`src/rtl/aes_sbox_lane_arbiter.sv`:
```
// aes_sbox_lane_arbiter
// Shares one 32-bit S-box lane (four external combinational S-boxes) between
// a 128-bit SubBytes job (four lane cycles) and a 32-bit SubWord job (one lane
// cycle). SubWord either always wins (PRIO_SW=1) or alternates with SubBytes.
module aes_sbox_lane_arbiter #(
    parameter bit PRIO_SW = 1'b1
) (
    input  logic         clk,
    input  logic         rst,
    input  logic         sb_req_valid,
    output logic         sb_req_ready,
    input  logic [127:0] sb_state_in,
    output logic         sb_resp_valid,
    output logic [127:0] sb_state_out,
    input  logic         sw_req_valid,
    output logic         sw_req_ready,
    input  logic [31:0]  sw_word_in,
    output logic         sw_resp_valid,
    output logic [31:0]  sw_word_out,
    output logic [31:0]  lane_in,
    input  logic [31:0]  lane_out,
    output logic         busy
);

    typedef enum logic [0:0] {
        ST_IDLE = 1'b0,
        ST_RUN  = 1'b1
    } state_t;

    // Identity of the last lane user, for round-robin alternation.
    localparam logic OWN_SB = 1'b0;
    localparam logic OWN_SW = 1'b1;

    state_t       state_r;
    logic [1:0]   word_cnt_r;
    logic         rr_last_r;
    logic [127:0] in_buf_r;
    logic [95:0]  out_buf_r;   // words 0..2 of the result; word 3 comes straight off the lane

    logic         sw_own_s;
    logic         sb_own_s;
    logic [31:0]  sb_word_s;

    // Decide who owns the lane this cycle and steer the matching word onto it.
    always_comb begin
        sw_own_s  = 1'b0;
        sb_own_s  = 1'b0;
        sb_word_s = 32'h0000_0000;
        lane_in   = 32'h0000_0000;

        case (word_cnt_r)
            2'd0:    sb_word_s = in_buf_r[127:96];
            2'd1:    sb_word_s = in_buf_r[95:64];
            2'd2:    sb_word_s = in_buf_r[63:32];
            default: sb_word_s = in_buf_r[31:0];
        endcase

        // Nobody is granted while reset is held, so no lane traffic leaks out.
        if (rst) begin
            sw_own_s = 1'b0;
            sb_own_s = 1'b0;
        end else if (sw_req_valid &&
                     ((state_r == ST_IDLE) || (PRIO_SW == 1'b1) || (rr_last_r == OWN_SB))) begin
            sw_own_s = 1'b1;
        end else if (state_r == ST_RUN) begin
            sb_own_s = 1'b1;
        end else begin
            sw_own_s = 1'b0;
            sb_own_s = 1'b0;
        end

        if (sw_own_s) begin
            lane_in = sw_word_in;
        end else if (sb_own_s) begin
            lane_in = sb_word_s;
        end else begin
            lane_in = 32'h0000_0000;
        end
    end

    assign sw_req_ready = sw_own_s;
    assign sb_req_ready = (state_r == ST_IDLE) && !rst;
    assign busy         = (state_r == ST_RUN);

    // SubBytes sequencing FSM, round-robin history and registered responses.
    always_ff @(posedge clk) begin
        if (rst) begin
            state_r       <= ST_IDLE;
            word_cnt_r    <= 2'd0;
            rr_last_r     <= OWN_SB;
            in_buf_r      <= 128'h0;
            out_buf_r     <= 96'h0;
            sb_resp_valid <= 1'b0;
            sb_state_out  <= 128'h0;
            sw_resp_valid <= 1'b0;
            sw_word_out   <= 32'h0000_0000;
        end else begin
            sb_resp_valid <= 1'b0;
            sw_resp_valid <= sw_own_s;

            if (sw_own_s) begin
                sw_word_out <= lane_out;
                rr_last_r   <= OWN_SW;
            end else if (sb_own_s) begin
                rr_last_r   <= OWN_SB;
            end else begin
                rr_last_r   <= rr_last_r;
            end

            case (state_r)
                ST_IDLE: begin
                    // The lane is not used by SubBytes in the accept cycle.
                    if (sb_req_valid) begin
                        in_buf_r   <= sb_state_in;
                        word_cnt_r <= 2'd0;
                        state_r    <= ST_RUN;
                    end
                end
                ST_RUN: begin
                    if (sb_own_s) begin
                        word_cnt_r <= word_cnt_r + 2'd1;
                        case (word_cnt_r)
                            2'd0:    out_buf_r[95:64] <= lane_out;
                            2'd1:    out_buf_r[63:32] <= lane_out;
                            2'd2:    out_buf_r[31:0]  <= lane_out;
                            default: begin
                                sb_state_out  <= {out_buf_r, lane_out};
                                sb_resp_valid <= 1'b1;
                                state_r       <= ST_IDLE;
                            end
                        endcase
                    end
                end
                default: state_r <= ST_IDLE;
            endcase
        end
    end

endmodule

```
`config.mk`:
```
export PLATFORM = sky130hd
export DESIGN_NAME = aes_sbox_lane_arbiter
export DESIGN_NICKNAME = d
export VERILOG_FILES = /design/src/rtl/aes_sbox_lane_arbiter.sv
export SDC_FILE = /design/constraint.sdc
export NUM_CORES = 1
export LEC_CHECK = 0
export CAP_MARGIN = 20
export CORE_UTILIZATION = 48
export CTS_CLUSTER_DIAMETER = 100
export DETAILED_ROUTE_END_ITERATION = 7
export HOLD_SLACK_MARGIN = 0.05
export PLACE_DENSITY = 0.85
export SYNTH_ARGS = -nofsm -noshare
export SYNTH_HDL_FRONTEND = slang
export SYNTH_SLANG_ARGS = --single-unit
```
`constraint.sdc`:
```
create_clock -name clk -period 2.4 [get_ports clk]
set_clock_uncertainty 0.15 [all_clocks]
set_input_delay 0.6 -clock clk [delete_from_list [all_inputs] [get_ports clk]]
set_output_delay 0.6 -clock clk [all_outputs]
set_load 0.03 [all_outputs]
```
==> results.cfg <==
[clock_tree]
clk_transition_reported_paths_ns = 0.06
clock_latency_ns = 0.53
cts_max_level = 2
cts_hold_buffers = 0
numCtsBuffers = 40
tritoncts = built
cts_sinks = 389
clockBufferDepth = 3
clock-root-buffer = clkbuf_16

[hold_path]
hold_path_class = in2reg
hold_path_depth = 2

[synthesis]
synth_top_family_by_area = simple AND/OR/NAND/NOR gates
synth.distinct_cells = 23
synth_mux_area_share_pct = 4.36
yosysWarnings = 0
synthXorXnorAreaFrac_pct = 0
syn-num-nets = 2018
yosysSeqAreaShare_pct = 53.0
ys_seq_elements = 389
postSynthCellCount = 1818
synth_fa_ha_area_share_pct = 0.340
synthesis.area_mm2 = 0.0147
synth_compound_area_share_pct = 16.2
synth_simple_gate_area_share_pct = 20.0
syn_avg_cell_area_um2 = 8.09

[global_routing]
grt_max_degree = 213
grt_pass1_wl_mm = 70.2
grt.total_usage_pct = 28.3
grt_pass1_vias = 13373
antenna_found_initial = 2
overflow = 0

[floorplan]
initial_core_util_pct = 49.2
dieArea_mm2 = 0.0313
ioPinCount = 393
core-area_mm2 = 0.0299
dieHeight_um = 177
die_w_um = 177
row_count = 63

[worst_setup_path]
start_kind = flop
crit_buf_inv = 3
worst_ep_arrival_time_ns = 2.23
cp-end-kind = primary output
critical_path_required_ns = 1.65
cp_slowest_cell = dfxtp_2
crit_top_cell = buf_6
cpLargestDelayFamily = compound AO/OA/AOI/OAI gates
crit_cells = 7
worstSetupPathType = reg2out
slowest_delay_ns = 0.34
reg2regPathDepth = 7
path_max_fanout = 5
cp_cell_sequence = buf_6 > ha_4 > buf_12 > a222oi_1 > mux2i_1 > a22o_2 > buf_6

[final_layout]
layout_common_cells = nand2_1 (705), dfxtp_1 (387), a21oi_1 (355), clkdlybuf4s50_1 (350), mux2i_1 (64)
area_growth_pct = 39.1
multi_input_comb_area_mm2 = 0.00611
fin_cells = 2571
layout_commonest_cell = nand2_1
regArea_mm2 = 0.00779
layout-drive-gt1-share_pct = 8.95
fill_cells = 2255
final_nets = 2352

[sta]
fmax_ghz = 0.335
hold_viol_final = 0
final.setup.tns_ns = -16.46
finalSetupViolCount = 32
max_slew.worst_pin.slew_ns = 0.900
setup_slack_ns = -0.581
rsz0062_at_grt = true
fin_crit_sh_pct = 124
period_minus_slack_ns = 2.98
timing.slew.headroom_pct = 40.0
report.final.slew_viol_count = 0

[power_and_ir_drop]
peakVddDrop_mv = 0.437
total_power_mw = 14.2
leakage_nw = 7.27
power_density_mw_per_mm2 = 694

[status]
status = finished, violations left
violations = design-rule violations, negative setup slack

[routing]
vias = 13971
drt-total-wl_mm = 45.9
postRouteAntennaNets = 0
route.detailed.drc = 2
dr.pass1.iters = 8
drt-wirelength-per-cell_um = 17.9
drtIter0Drc = 1361
drt-vias-per-instance = 5.43

[placement]
io_buffers = 392
dp_slack_ns = -0.153
hpwl_mm = 31.2
dpl.cell_count = 2495
gp_congestion = 0.955

[flow_run]
drv_cap = 0
cell usage after synthesis:
cell type / instances / area (µm²)
a21oi_1: 355 / 1780
a222oi_1: 32 / 320
a22o_1: 32 / 280
and4bb_2: 3 / 37.5
buf_1: 4 / 15.0
buf_2: 54 / 270
buf_4: 36 / 270
clkbuf_1: 58 / 218
dfxtp_1: 389 / 7790
ha_1: 4 / 50.1
inv_1: 34 / 128
inv_2: 1 / 3.75
mux2i_1: 64 / 641
nand2_1: 705 / 2650
nand2b_1: 3 / 18.8
nand3_1: 1 / 5.00
nand4bb_1: 3 / 33.8
nand4bb_4: 1 / 27.5
nor2_1: 34 / 128
nor2b_1: 2 / 12.5
nor2b_2: 1 / 8.76
nor3b_4: 1 / 18.8
or3_1: 1 / 6.26
sequential cells by signal (all words and copies together) (netlist names):
name,count
busy,1
word_cnt_r,2
sw_resp_valid,1
in_buf_r,128
sb_state_out,128
out_buf_r,96
sw_word_out,32
sb_resp_valid,1
where the power goes:
| part | switching, mW | internal, mW |
|---|---|---|
| clock | 2.50 | 3.52 |
| sequential | 0.112 | 6.64 |
| combinational | 0.739 | 0.680 |
timing repair:
action / 4_1_cts / 5_1_grt
pin swaps: 31 / 26
gates cloned: 3 / 0
buffers inserted: 0 / 2
endpoints found under the setup margin: 37 / 34
resized for setup: 23 / 30
worst register-to-register path, stage by stage (launching register included):
cell	delay, ns
dfxtp_2	0.34
buf_6	0.12
buf_4	0.14
ha_4	0.20
nand4bb_4	0.14
buf_4	0.50
nand2_1	0.18
a21oi_1	0.20
final cells by class:
cell class / instances / share of cell area (%)
flip-flops and latches: 389 / 38.1
multi-input cells: 1242 / 29.9
repair buffers: 444 / 22.7
clock buffers: 56 / 5.54
well taps: 390 / 2.39
inverters: 35 / 0.667
clock inverters: 13 / 0.661
diodes: 2 / 0.0245
cell families (layout without fill, tap and decap cells):
family          Yosys count  after routing
mux                      64             64
compound gates          419            419
buf+inv                 187            548
fa+ha+maj                 4              4
other cells               0              2
flops                   389            389
simple gates            755            755
per-stage QoR:
stage / area (µm²) / hold slack [ns] / utilization [%]
after floorplan: 14700 / 0.282 / -
after global placement: 18900 / 0.286 / 63.3
after detailed placement: 18900 / 0.293 / 63.3
after CTS: 20300 / 0.238 / 68.0
after global routing: 20400 / 0.260 / 68.4
final: 20400 / 0.257 / 68.4
metal layers:
| layer | GRT usage (%) | up-vias | wire length [µm] |
|---|---|---|---|
| li1 | - | 6640 | - |
| met1 | 34.5 | 6569 | 17700 |
| met4 | 12.5 | 0 | 1840 |
| met5 | 0 | - | 0 |
| met3 | 6.38 | 114 | 4150 |
| met2 | 47.4 | 648 | 22300 |
path summary, 6_finish.rpt:
kind / from / end / slack (ns)
max: word_cnt_r[0] / lane_in[1] / -0.58
min: sw_req_valid / sw_resp_valid / 0.26
max reg2reg: word_cnt_r[0] / sb_state_out[7] / 0.36
min reg2reg: out_buf_r[30] / sb_state_out[62] / 0.30
(Power assumes the default switching activity.)
